--- src/rtl/se_arb_pkg.sv ---
// se_arb_pkg: shared types and defaults for the SE arbiter (FSM states, owner, counter width).
// Pure declarations: no latency, no backpressure.
package se_arb_pkg;

    localparam int DATA_W_DEF = 128;
    localparam int INST_W_DEF = 8;
    localparam int CNT_W      = 8;
    localparam logic [CNT_W-1:0] CNT_MAX = '1;

    typedef enum logic [2:0] {
        ST_IDLE,
        ST_ISSUE,
        ST_WAIT,
        ST_HOLD,
        ST_RESP
    } state_t;

    typedef logic owner_t;

endpackage

--- src/rtl/se_arbiter_if.sv ---
// se_arbiter_if: bundle of the two requester ports, the SE port and status; master = arbiter side.
// Wires only: no latency; valid/ready handshakes on every channel.
interface se_arbiter_if
    import se_arb_pkg::*;
#(
    parameter int DATA_W = DATA_W_DEF,
    parameter int INST_W = INST_W_DEF
);
    logic [INST_W-1:0] r0_in_inst,  r1_in_inst;
    logic [DATA_W-1:0] r0_in_op1,   r1_in_op1;
    logic [DATA_W-1:0] r0_in_op2,   r1_in_op2;
    logic [DATA_W-1:0] r0_in_cond,  r1_in_cond;
    logic              r0_in_valid, r1_in_valid;
    logic              r0_in_ready, r1_in_ready;
    logic [DATA_W-1:0] r0_out_result, r1_out_result;
    logic              r0_out_valid,  r1_out_valid;
    logic              r0_out_ready,  r1_out_ready;

    logic [INST_W-1:0] se_in_inst;
    logic [DATA_W-1:0] se_in_op1, se_in_op2, se_in_cond;
    logic              se_in_valid, se_in_ready;
    logic [DATA_W-1:0] se_out_result;
    logic              se_out_valid, se_out_ready;

    logic              busy;
    owner_t            owner;
    logic              overrun;

    modport master (
        input  r0_in_inst, r0_in_op1, r0_in_op2, r0_in_cond, r0_in_valid, r0_out_ready,
        input  r1_in_inst, r1_in_op1, r1_in_op2, r1_in_cond, r1_in_valid, r1_out_ready,
        output r0_in_ready, r0_out_result, r0_out_valid,
        output r1_in_ready, r1_out_result, r1_out_valid,
        output se_in_inst, se_in_op1, se_in_op2, se_in_cond, se_in_valid, se_out_ready,
        input  se_in_ready, se_out_result, se_out_valid,
        output busy, owner, overrun
    );

    modport slave (
        output r0_in_inst, r0_in_op1, r0_in_op2, r0_in_cond, r0_in_valid, r0_out_ready,
        output r1_in_inst, r1_in_op1, r1_in_op2, r1_in_cond, r1_in_valid, r1_out_ready,
        input  r0_in_ready, r0_out_result, r0_out_valid,
        input  r1_in_ready, r1_out_result, r1_out_valid,
        input  se_in_inst, se_in_op1, se_in_op2, se_in_cond, se_in_valid, se_out_ready,
        output se_in_ready, se_out_result, se_out_valid,
        input  busy, owner, overrun
    );

endinterface

--- src/rtl/se_arb_rr.sv ---
// se_arb_rr: 2-way round-robin picker; a lone request wins, a tie goes to the pointer.
// Combinational, no backpressure.
module se_arb_rr
    import se_arb_pkg::*;
(
    input  logic [1:0] valid,
    input  owner_t     ptr,
    output logic [1:0] grant
);

    always_comb begin
        grant = 2'b00;
        if (valid == 2'b11) begin
            grant[ptr] = 1'b1;
        end else begin
            grant = valid;
        end
    end

endmodule

--- src/rtl/se_arbiter.sv ---
// se_arbiter: shares one SE between two requesters, one transaction at a time; SE_ARB_CONST_TIME_EN pads responses to PAD_CYCLES+1 after SE accept and flags overrun.
// Latency: grant -> SE issue next cycle, response SE latency+1 (padded: max(lat,PAD_CYCLES)+1); backpressure: requests stall while busy, RESP holds until out_ready.
module se_arbiter
    import se_arb_pkg::*;
#(
    parameter int DATA_W     = DATA_W_DEF,
    parameter int INST_W     = INST_W_DEF,
    parameter int PAD_CYCLES = 32
) (
    input logic          clock,
    input logic          reset,
    se_arbiter_if.master bus
);

    localparam logic [CNT_W-1:0] PAD_LAST = CNT_W'(PAD_CYCLES - 1);

    state_t            state;
    owner_t            owner_q;
    owner_t            ptr_q;
    logic [CNT_W-1:0]  cnt_q;
    logic [CNT_W-1:0]  cnt_nxt;
    logic [INST_W-1:0] inst_q;
    logic [DATA_W-1:0] op1_q, op2_q, cond_q, result_q;
    logic [1:0]        req_vld;
    logic [1:0]        grant;
    logic              idle;
    logic              resp_rdy;
`ifdef SE_ARB_CONST_TIME_EN
    logic              overrun_q;
`endif

    assign idle     = (state == ST_IDLE);
    assign req_vld  = {bus.r1_in_valid, bus.r0_in_valid};
    assign cnt_nxt  = (cnt_q == CNT_MAX) ? cnt_q : cnt_q + 1'b1;
    assign resp_rdy = owner_q ? bus.r1_out_ready : bus.r0_out_ready;

    se_arb_rr u_rr (
        .valid (req_vld),
        .ptr   (ptr_q),
        .grant (grant)
    );

    always_ff @(posedge clock) begin
        if (reset) begin
            state    <= ST_IDLE;
            owner_q  <= 1'b0;
            ptr_q    <= 1'b0;
            cnt_q    <= '0;
            inst_q   <= '0;
            op1_q    <= '0;
            op2_q    <= '0;
            cond_q   <= '0;
            result_q <= '0;
`ifdef SE_ARB_CONST_TIME_EN
            overrun_q <= 1'b0;
`endif
        end else begin
            unique case (state)
                ST_IDLE: begin
                    if (grant != 2'b00) begin
                        owner_q <= grant[1];
                        ptr_q   <= ~grant[1];
                        inst_q  <= grant[1] ? bus.r1_in_inst : bus.r0_in_inst;
                        op1_q   <= grant[1] ? bus.r1_in_op1  : bus.r0_in_op1;
                        op2_q   <= grant[1] ? bus.r1_in_op2  : bus.r0_in_op2;
                        cond_q  <= grant[1] ? bus.r1_in_cond : bus.r0_in_cond;
                        state   <= ST_ISSUE;
                    end
                end
                ST_ISSUE: begin
                    if (bus.se_in_ready) begin
                        cnt_q <= '0;
                        state <= ST_WAIT;
                    end
                end
                ST_WAIT: begin
                    cnt_q <= cnt_nxt;
                    if (bus.se_out_valid) begin
                        result_q <= bus.se_out_result;
`ifdef SE_ARB_CONST_TIME_EN
                        // A result at count PAD-1 already meets the padded deadline; HOLD would overshoot it.
                        if (cnt_q > PAD_LAST) begin
                            overrun_q <= 1'b1;
                            state     <= ST_RESP;
                        end else if (cnt_q == PAD_LAST) begin
                            state <= ST_RESP;
                        end else begin
                            state <= ST_HOLD;
                        end
`else
                        state <= ST_RESP;
`endif
                    end
                end
                ST_HOLD: begin
                    cnt_q <= cnt_nxt;
                    if (cnt_q == PAD_LAST) begin
                        state <= ST_RESP;
                    end
                end
                ST_RESP: begin
                    if (resp_rdy) begin
                        state <= ST_IDLE;
                    end
                end
                default: state <= ST_IDLE;
            endcase
        end
    end

    assign bus.r0_in_ready   = idle & grant[0];
    assign bus.r1_in_ready   = idle & grant[1];
    assign bus.se_in_inst    = inst_q;
    assign bus.se_in_op1     = op1_q;
    assign bus.se_in_op2     = op2_q;
    assign bus.se_in_cond    = cond_q;
    assign bus.se_in_valid   = (state == ST_ISSUE);
    assign bus.se_out_ready  = (state == ST_WAIT);
    assign bus.r0_out_valid  = (state == ST_RESP) & ~owner_q;
    assign bus.r1_out_valid  = (state == ST_RESP) & owner_q;
    assign bus.r0_out_result = result_q;
    assign bus.r1_out_result = result_q;
    assign bus.busy          = ~idle;
    assign bus.owner         = owner_q;
`ifdef SE_ARB_CONST_TIME_EN
    assign bus.overrun       = overrun_q;
`else
    assign bus.overrun       = 1'b0;
`endif

endmodule

--- src/flat_wrapper.sv ---
// flat-port wrapper written by rule: the top's interface ports become plain ports
module se_arbiter_flat import se_arb_pkg::*;
#(
    parameter int DATA_W     = DATA_W_DEF,
    parameter int INST_W     = INST_W_DEF,
    parameter int PAD_CYCLES = 32
)
  (clock, reset, bus_r0_in_inst, bus_r0_in_op1, bus_r0_in_op2, bus_r0_in_cond, bus_r0_in_valid, bus_r0_out_ready, bus_r1_in_inst, bus_r1_in_op1, bus_r1_in_op2, bus_r1_in_cond, bus_r1_in_valid, bus_r1_out_ready, bus_r0_in_ready, bus_r0_out_result, bus_r0_out_valid, bus_r1_in_ready, bus_r1_out_result, bus_r1_out_valid, bus_se_in_inst, bus_se_in_op1, bus_se_in_op2, bus_se_in_cond, bus_se_in_valid, bus_se_out_ready, bus_se_in_ready, bus_se_out_result, bus_se_out_valid, bus_busy, bus_owner, bus_overrun);
  se_arbiter_if #(.DATA_W(DATA_W), .INST_W(INST_W)) bus_i ();
  input logic clock;
  input logic reset;
  input wire logic [$bits(bus_i.r0_in_inst)-1:0] bus_r0_in_inst;
  input wire logic [$bits(bus_i.r0_in_op1)-1:0] bus_r0_in_op1;
  input wire logic [$bits(bus_i.r0_in_op2)-1:0] bus_r0_in_op2;
  input wire logic [$bits(bus_i.r0_in_cond)-1:0] bus_r0_in_cond;
  input wire logic [$bits(bus_i.r0_in_valid)-1:0] bus_r0_in_valid;
  input wire logic [$bits(bus_i.r0_out_ready)-1:0] bus_r0_out_ready;
  input wire logic [$bits(bus_i.r1_in_inst)-1:0] bus_r1_in_inst;
  input wire logic [$bits(bus_i.r1_in_op1)-1:0] bus_r1_in_op1;
  input wire logic [$bits(bus_i.r1_in_op2)-1:0] bus_r1_in_op2;
  input wire logic [$bits(bus_i.r1_in_cond)-1:0] bus_r1_in_cond;
  input wire logic [$bits(bus_i.r1_in_valid)-1:0] bus_r1_in_valid;
  input wire logic [$bits(bus_i.r1_out_ready)-1:0] bus_r1_out_ready;
  output wire logic [$bits(bus_i.r0_in_ready)-1:0] bus_r0_in_ready;
  output wire logic [$bits(bus_i.r0_out_result)-1:0] bus_r0_out_result;
  output wire logic [$bits(bus_i.r0_out_valid)-1:0] bus_r0_out_valid;
  output wire logic [$bits(bus_i.r1_in_ready)-1:0] bus_r1_in_ready;
  output wire logic [$bits(bus_i.r1_out_result)-1:0] bus_r1_out_result;
  output wire logic [$bits(bus_i.r1_out_valid)-1:0] bus_r1_out_valid;
  output wire logic [$bits(bus_i.se_in_inst)-1:0] bus_se_in_inst;
  output wire logic [$bits(bus_i.se_in_op1)-1:0] bus_se_in_op1;
  output wire logic [$bits(bus_i.se_in_op2)-1:0] bus_se_in_op2;
  output wire logic [$bits(bus_i.se_in_cond)-1:0] bus_se_in_cond;
  output wire logic [$bits(bus_i.se_in_valid)-1:0] bus_se_in_valid;
  output wire logic [$bits(bus_i.se_out_ready)-1:0] bus_se_out_ready;
  input wire logic [$bits(bus_i.se_in_ready)-1:0] bus_se_in_ready;
  input wire logic [$bits(bus_i.se_out_result)-1:0] bus_se_out_result;
  input wire logic [$bits(bus_i.se_out_valid)-1:0] bus_se_out_valid;
  output wire logic [$bits(bus_i.busy)-1:0] bus_busy;
  output wire logic [$bits(bus_i.owner)-1:0] bus_owner;
  output wire logic [$bits(bus_i.overrun)-1:0] bus_overrun;
  assign bus_i.r0_in_inst = bus_r0_in_inst;
  assign bus_i.r0_in_op1 = bus_r0_in_op1;
  assign bus_i.r0_in_op2 = bus_r0_in_op2;
  assign bus_i.r0_in_cond = bus_r0_in_cond;
  assign bus_i.r0_in_valid = bus_r0_in_valid;
  assign bus_i.r0_out_ready = bus_r0_out_ready;
  assign bus_i.r1_in_inst = bus_r1_in_inst;
  assign bus_i.r1_in_op1 = bus_r1_in_op1;
  assign bus_i.r1_in_op2 = bus_r1_in_op2;
  assign bus_i.r1_in_cond = bus_r1_in_cond;
  assign bus_i.r1_in_valid = bus_r1_in_valid;
  assign bus_i.r1_out_ready = bus_r1_out_ready;
  assign bus_r0_in_ready = bus_i.r0_in_ready;
  assign bus_r0_out_result = bus_i.r0_out_result;
  assign bus_r0_out_valid = bus_i.r0_out_valid;
  assign bus_r1_in_ready = bus_i.r1_in_ready;
  assign bus_r1_out_result = bus_i.r1_out_result;
  assign bus_r1_out_valid = bus_i.r1_out_valid;
  assign bus_se_in_inst = bus_i.se_in_inst;
  assign bus_se_in_op1 = bus_i.se_in_op1;
  assign bus_se_in_op2 = bus_i.se_in_op2;
  assign bus_se_in_cond = bus_i.se_in_cond;
  assign bus_se_in_valid = bus_i.se_in_valid;
  assign bus_se_out_ready = bus_i.se_out_ready;
  assign bus_i.se_in_ready = bus_se_in_ready;
  assign bus_i.se_out_result = bus_se_out_result;
  assign bus_i.se_out_valid = bus_se_out_valid;
  assign bus_busy = bus_i.busy;
  assign bus_owner = bus_i.owner;
  assign bus_overrun = bus_i.overrun;
  se_arbiter #(.DATA_W(DATA_W), .INST_W(INST_W), .PAD_CYCLES(PAD_CYCLES)) u_core (.clock(clock), .reset(reset), .bus(bus_i));
endmodule
--- config.mk ---
export PLATFORM = sky130hd
export DESIGN_NAME = se_arbiter_flat
export DESIGN_NICKNAME = d
export VERILOG_FILES = /design/src/rtl/se_arb_pkg.sv /design/src/rtl/se_arbiter_if.sv /design/src/rtl/se_arb_rr.sv /design/src/rtl/se_arbiter.sv /design/src/flat_wrapper.sv
export SDC_FILE = /design/constraint.sdc
export NUM_CORES = 1
export LEC_CHECK = 0
export ABC_AREA = 1
export BUFFER_PORTS_ARGS = -buffer_cell sky130_fd_sc_hd__clkbuf_2
export CORE_AREA = 8 8 617 619
export CTS_BUF_LIST = sky130_fd_sc_hd__clkbuf_8 sky130_fd_sc_hd__clkbuf_16
export DETAILED_ROUTE_END_ITERATION = 6
export DIE_AREA = 0 0 625 627
export SYNTH_ARGS = -nofsm -noshare
export SYNTH_HDL_FRONTEND = slang
export SYNTH_SLANG_ARGS = --single-unit
--- constraint.sdc ---
create_clock -name clock -period 2.2 [get_ports clock]
set_input_delay 0.11 -clock clock [delete_from_list [all_inputs] [get_ports clock]]
set_output_delay 0.11 -clock clock [all_outputs]
set_load 0.03 [all_outputs]
==> results of run 1 <==
[worst paths after layout]
kind                            cells after the start                                    start                                       to  slack, ns
worst max-delay path                                9             u_core.state[1]$_SDFFE_PP0P_   u_core.bus.se_in_cond[46]$_SDFFE_PP0P_       0.05
worst min-delay path                                7                          bus_r0_in_valid    u_core.bus.se_in_inst[1]$_SDFFE_PP0P_       0.07
worst max register to register                      9             u_core.state[1]$_SDFFE_PP0P_   u_core.bus.se_in_cond[46]$_SDFFE_PP0P_       0.05
worst min register to register                      2  u_core.bus.se_in_cond[126]$_SDFFE_PP0P_  u_core.bus.se_in_cond[126]$_SDFFE_PP0P_       0.46
[flip-flops by register name (all words and copies together), names as in the netlist]
register                  cells
u_core.bus.owner              1
u_core.bus.r0_out_result    128
u_core.bus.se_in_cond       128
u_core.bus.se_in_inst         8
u_core.bus.se_in_op1        128
u_core.bus.se_in_op2        128
u_core.cnt_q                  8
u_core.ptr_q                  1
u_core.state                  3
[cells in the mapped netlist, types with 2 or more instances]
cell,number
or2_2,2
buf_1,18
a21oi_1,65
o21ai_1,2
nor3_1,3
buf_4,129
buf_2,64
dfxtp_1,533
a22oi_1,53
clkbuf_1,133
nand2_1,1104
a31oi_1,335
nand3_1,12
inv_1,18
nand2_2,2
o21ai_0,134
nor2_1,283
[metal layers]
| layer | track usage, % | up-vias | wire length (um) |
|---|---|---|---|
| li1 | - | 14381 | - |
| met1 | 18.5 | 15668 | 128000 |
| met2 | 25.6 | 2455 | 148000 |
| met3 | 10.6 | 841 | 51500 |
| met4 | 7.60 | 190 | 21000 |
| met5 | 0.147 | - | 1280 |
[worst register-to-register path, stage by stage, from the launching register on]
cell     delay, ns
dfxtp_2       0.34
nor2_4        0.13
nand2_2       0.12
nor2_4        0.17
buf_4         0.24
buf_12        0.20
buf_12        0.21
buf_12        0.24
nand2_1       0.17
a31oi_1       0.21
[area by class of cell]
| type | count | area [um^2] | share of cell area [%] |
|---|---|---|---|
| inverter | 19 | 78.8 | 0.165 |
| timing repair buffer | 2634 | 19000 | 39.6 |
| tap | 4972 | 6220 | 13.0 |
| antenna | 162 | 405 | 0.847 |
| sequential | 533 | 10700 | 22.3 |
| clock inverter | 44 | 484 | 1.01 |
| clock buffer | 90 | 2130 | 4.44 |
| multi-input combinational | 2005 | 8930 | 18.6 |
[cell usage in the layout (no fill, tap or decap), types with 9 or more instances in the layout]
cell type,count
a21oi_1,65
a22oi_1,53
a31oi_1,335
buf_12,36
buf_4,57
bufinv_16,9
clkbuf_16,82
clkbuf_2,1570
clkbuf_8,13
clkinv_2,9
dfxtp_1,530
diode_2,162
dlygate4sd3_1,954
inv_1,26
nand2_1,1100
nand3_1,12
nor2_1,280
o21ai_0,133
[kinds of logic after synthesis]
kind of cell             share of synthesized area [%]
AO/OA/AOI/OAI                                     16.4
XOR/XNOR                                        0.0408
AND/OR/NAND/NOR                                   24.8
other                                           0.0174
buffers and inverters                             8.97
flip-flops                                        49.7
adder cells (fa/ha/maj)                         0.0582
[per-stage QoR]
stage	instances	power, mW	hold slack, ns	setup TNS (ns)
floorplan	2901	17.9	0.259	0
global placement	9192	25.3	0.365	0
detailed placement	9192	25.3	0.361	0
CTS	10290	41.8	0.00176	0
global route	10394	42.9	0.0549	-0.0141
finish	10459	41.2	0.0740	0
[timing repair]
action / in CTS / in global routing
pin swaps: 3 / 1
cloned: 5 / 2
hold buffers: 954 / 0
buffers inserted: 7 / 5
setup endpoints to repair: 3 / 25
resized for setup: 14 / 11
endpoints found under the hold margin: 529 / 0
[power groups by stage]
stage / registers, mW / logic [mW] / clock network [mW]
finish: 11.8 / 15.7 / 13.7
global route: 11.9 / 16.5 / 14.5
CTS: 11.8 / 15.8 / 14.2
detailed placement: 11.9 / 13.3 / 0
global placement: 11.9 / 13.4 / 0
floorplan: 14.2 / 3.71 / 0
==> run_results.csv, run 1 <==
group,metric,value,unit
outcome,status,"finished, final reports clean",
sta,period_share,97.6,%
sta,fin_crit,2.15,ns
setup_path,critical_path_class,"reg2reg",
clocking,cts_tree,"done",
cells_and_area,fillerInstances,42627,
clocking,cts_sinks,533,
sta,fin_skew,0.0474,ns
cells_and_area,fin_nets,6193,
synthesis,synth_area_leaders,"dfxtp_1 (50%), nand2_1 (19%), a31oi_1 (9.8%)",
route,ant_nets,0,
synthesis,syn_area_per_cell,7.41,um^2
setup_path,cp_slowest_cell,"dfxtp_2",
power,leakage,19.8,nW
cells_and_area,drive_gt1_share,34.3,%
synthesis,synth_area_leader_cell,"dfxtp_1",
floorplanning,dieArea,0.392,mm^2
place,place_area,0.0349,mm^2
floorplanning,die_w,625,um
synthesis,synth_edf_count,0,
power,power.net_switching,17.7,mW
cells_and_area,post-route-util,12.9,%
cells_and_area,fin_area,0.0479,mm^2
sta,worst_slack,0.0534,ns
power,swShare,43.0,%
setup_path,crit_family,"buffers and inverters",
worst_hold_path,hp-class,"in2reg",
grt,grt_remaining_overflow,0,
synthesis,synth_cell_types,28,
clocking,cts_buffers,79,
floorplanning,start_util,5.80,%
grt,grt_max_degree,99,
setup_path,cp_max_fo,31,
sta,relSlewSlack,36.6,%
power,intPower,23.4,mW
route,vias,33535,
route,dr.pass1.iters,7,
synthesis,syn-num-nets,3822,
floorplanning,fp.coreArea,0.371,mm^2
setup_path,cpPeakStageDelay,0.34,ns
sta,worst_pin_slew,0.950,ns
synthesis,synth-async-reset-ratio,0,%
place,pre_cts_ws,0.103,ns
power,clkPwrFrac,33.3,%
floorplanning,num_rows,224,
sta,finalMaxSlewViolations,0,
synthesis,synthCells,2901,
setup_path,crit_chain,"nor2_4, nand2_2, nor2_4, buf_4, buf_12, buf_12, buf_12, nand2_1, a31oi_1",
synthesis,ys_ff_latch,533,
clocking,cts.path.max_buffers,4,
place,post-dp-hpwl,307000,um
route,drc,0,
synthesis,ys_warn_count,0,
power,ir_drop,493,uV
place,port-buffer-count,1575,
synthesis,yosys_most_used_dff,"dfxtp_1",
floorplanning,dieHeight,627,um
grt,antenna_found_initial,370,
place,finalWeightedCongestion,1.01,
setup_path,worstPathArrival,2.83,ns
clocking,htree_levels,3,
setup_path,worst_setup_path_start_kind,"flip-flop",
setup_path,cp_num_buf_inv,4,
floorplanning,io_pins,1577,
setup_path,crit_top_cell,"buf_12",
cells_and_area,syn_to_final_growth,123,%
route,viasPerCell,3.21,
synthesis,ys_seq_area_share,49.7,%
grt,grt_pass1_vias,31698,
job,drv_cap,0,
route,drt-total-wl,350000,um
route,avgRoutedWirePerCell,33.4,um
route,drtIter0Drc,3456,
synthesis,yosysTopAreaCellShare,49.7,%
clocking,cts-root-buf,"clkbuf_16",
power,seq_power_share,28.7,%
sta,fmax,0.466,GHz
clocking,clk_latency,0.82,ns
power,pwr-share-comb,38.1,%
setup_path,worst_setup_path_end_kind,"flip-flop",
synthesis,netlist_area,0.0215,mm^2
clocking,clk_pin_slew,0.06,ns
grt,grt_pass1_wl,416000,um
power,power_per_cell_area,859,mW/mm^2
sta,rsz0062_at_grt,"yes",
grt,gr-usage-all-layers,16.9,%
setup_path,crit_required,2.89,ns
sta,setup_viol,0,
sta,finalHoldViolations,0,
(Power assumes the default switching activity.)
==> run 2, diff against run 1 <==
ABC_AREA = 0   (was 1)
CORE_AREA = 8 8 614 616   (was 8 8 617 619)
DIE_AREA = 0 0 622 624   (was 0 0 625 627)
MAX_ROUTING_LAYER = met4   (was unset)
==> run_results.csv, run 2 <==
group,metric,value,unit
setup_path,crit_chain,"nor3_4, nand3_2, bufinv_16, buf_12, clkbuf_8",
cells_and_area,post-route-util,12.8,%
route,viasPerCell,3.20,
route,dr.pass1.iters,6,
setup_path,critical_path_class,"reg2out",
sta,worst_slack,0.0253,ns
place,finalWeightedCongestion,1.01,
synthesis,synth_area_leaders,"dfxtp_1 (50%), a22oi_1 (14%), a21oi_1 (12%)",
setup_path,cp_max_fo,29,
clocking,cts_tree,"done",
sta,period_share,98.8,%
floorplanning,die_w,622,um
floorplanning,num_rows,223,
synthesis,synth-adder-area-share,0.0588,%
grt,grt_max_degree,129,
setup_path,crit_family,"buffers and inverters",
grt,grt_remaining_overflow,0,
setup_path,cpPeakStageDelay,0.36,ns
place,pre_cts_ws,0.121,ns
floorplanning,start_util,5.80,%
sta,finalMaxSlewViolations,0,
synthesis,synth_cell_types,42,
place,port-buffer-count,1575,
sta,worst_pin_slew,0.936,ns
route,drc,0,
synthesis,ys_ff_latch,533,
route,dr_wl_met3,42600,um
power,power_per_cell_area,842,mW/mm^2
sta,rsz0062_at_grt,"yes",
clocking,cts-root-buf,"clkbuf_16",
synthesis,ys_seq_area_share,50.1,%
synthesis,synth_edf_count,0,
synthesis,yosys-top-cells-count,"nand2_1 (649), dfxtp_1 (533), a21oi_1 (516)",
route,drtIter0Drc,2938,
synthesis,synth_compound_area_share,27.0,%
route,routed.top_layer,"met4",
synthesis,yosysMostFrequentCell,"nand2_1",
grt,antenna_found_initial,287,
sta,fin_crit,2.17,ns
synthesis,yosys_most_used_dff,"dfxtp_1",
floorplanning,dieHeight,624,um
power,leakage,19.1,nW
setup_path,crit_required,2.09,ns
clocking,clk_latency,0.80,ns
cells_and_area,drive_gt1_share,37.0,%
grt,grt_pass1_wl,393000,um
sta,relSlewSlack,37.4,%
cells_and_area,final_common_cell,"clkbuf_2",
outcome,status,"finished, final reports clean",
cells_and_area,fillerInstances,41862,
synthesis,synth_top_family_by_area,"compound AO/OA/AOI/OAI gates",
sta,finalHoldViolations,0,
route,drt-total-wl,327000,um
route,avgRoutedWirePerCell,32.8,um
clocking,cts_sinks,533,
synthesis,yosysTopAreaCellShare,50.1,%
place,post-dp-hpwl,285000,um
cells_and_area,layout_common_cells,"clkbuf_2 (1,570), dlygate4sd3_1 (939), nand2_1 (649), dfxtp_1 (528), a21oi_1 (516)",
setup_path,cp_slowest_cell,"dfxtp_4",
route,m1WireLength,109000,um
setup_path,worst_setup_path_end_kind,"primary output",
synthesis,netlist_area,0.0213,mm^2
setup_path,worst_setup_path_start_kind,"flip-flop",
clocking,clk_pin_slew,0.06,ns
job,drv_cap,0,
sta,fin_skew,0.0522,ns
route,ant_nets,0,
clocking,cts.path.max_buffers,4,
floorplanning,fp.coreArea,0.367,mm^2
synthesis,ys_warn_count,0,
floorplanning,dieArea,0.388,mm^2
cells_and_area,syn_to_final_growth,121,%
worst_hold_path,hp-class,"in2reg",
route,met2_wirelength,157000,um
setup_path,worstPathArrival,2.06,ns
sta,fmax,0.460,GHz
synthesis,syn-num-nets,3445,
clocking,cts_buffers,77,
route,vias,31836,
power,ir_drop,635,uV
synthesis,synth_area_leader_cell,"dfxtp_1",
synthesis,synthXorXnorAreaFrac,0,%
synthesis,synth_mux_area_share,0.282,%
sta,worst_hold_slack,0.107,ns
sta,setup_viol,0,
synthesis,synthSimpleGateAreaFrac,12.7,%
synthesis,synthCells,2524,
synthesis,syn_area_per_cell,8.43,um^2
setup_path,cp_num_buf_inv,3,
clocking,htree_levels,3,
floorplanning,io_pins,1577,
cells_and_area,fin_nets,5789,
synthesis,synth-async-reset-ratio,0,%
grt,grt_pass1_vias,31396,
power,total_power,39.6,mW
grt,gr-usage-all-layers,16.4,%
-- run 2: kinds of logic after synthesis --
family,after synthesis
other cells,1
simple gates,692
buf+inv,355
compound gates,936
flops,533
mux,6
fa+ha+maj,1
-- run 2: worst paths after layout --
path	start	to	slack (ns)	cells past startpoint
max	u_core.state[0]$_SDFFE_PP0P_	bus_r0_in_ready	0.03	5
min	bus_se_out_result[8]	u_core.bus.r0_out_result[8]$_SDFFE_PP0P_	0.11	4
max reg2reg	u_core.state[0]$_SDFFE_PP0P_	u_core.bus.se_in_op1[109]$_SDFFE_PP0P_	0.05	8
min reg2reg	u_core.bus.se_in_cond[32]$_SDFFE_PP0P_	u_core.bus.se_in_cond[32]$_SDFFE_PP0P_	0.45	2
-- run 2: layer usage --
metal	global-route usage (%)	vias up
met4	6.53	0
li1	-	13649
met5	-	-
met1	15.7	15100
met2	27.6	2383
met3	8.86	704
-- run 2: per-stage QoR --
step	instance area, um^2	std cells	setup TNS (ns)
2_1_floorplan	21300	2524	0
3_3_place_gp	34300	8674	0
3_5_place_dp	34300	8674	0
4_1_cts	46500	9757	-0.113
5_1_grt	47000	9927	-1.38
6_report	47000	9949	0
-- run 2: layout make-up --
type                       count  area [um^2]  share of cell area (%)
timing repair buffer        2614        18700                    39.7
sequential                   533        10700                    22.7
multi-input combinational   1636         8580                    18.2
tap                         4837         6050                    12.9
clock buffer                  84         2020                    4.30
clock inverter                49          523                    1.11
antenna                      190          475                    1.01
inverter                       6         48.8                   0.104
-- run 2: worst register-to-register path, stage by stage, from the launching register on --
cell       delay (ns)
dfxtp_4          0.36
nor3_4           0.24
nand3_2          0.13
bufinv_16        0.21
clkbuf_8         0.36
buf_12           0.26
buf_12           0.20
a22oi_1          0.14
a21oi_1          0.17
-- run 2: report_power, final --
part | internal [mW] | switching (mW)
registers | 10.9 | 0.803
clock network | 7.60 | 5.47
logic | 4.48 | 10.4
total | 22.9 | 16.7
-- run 2: repair_timing --
item	CTS	global route
setup buffers	9	1
cloned	2	2
hold buffers	939	0
endpoints found under the hold margin	531	0
setup endpoints to repair	6	138
pin swaps	2	1
resized for setup	19	16
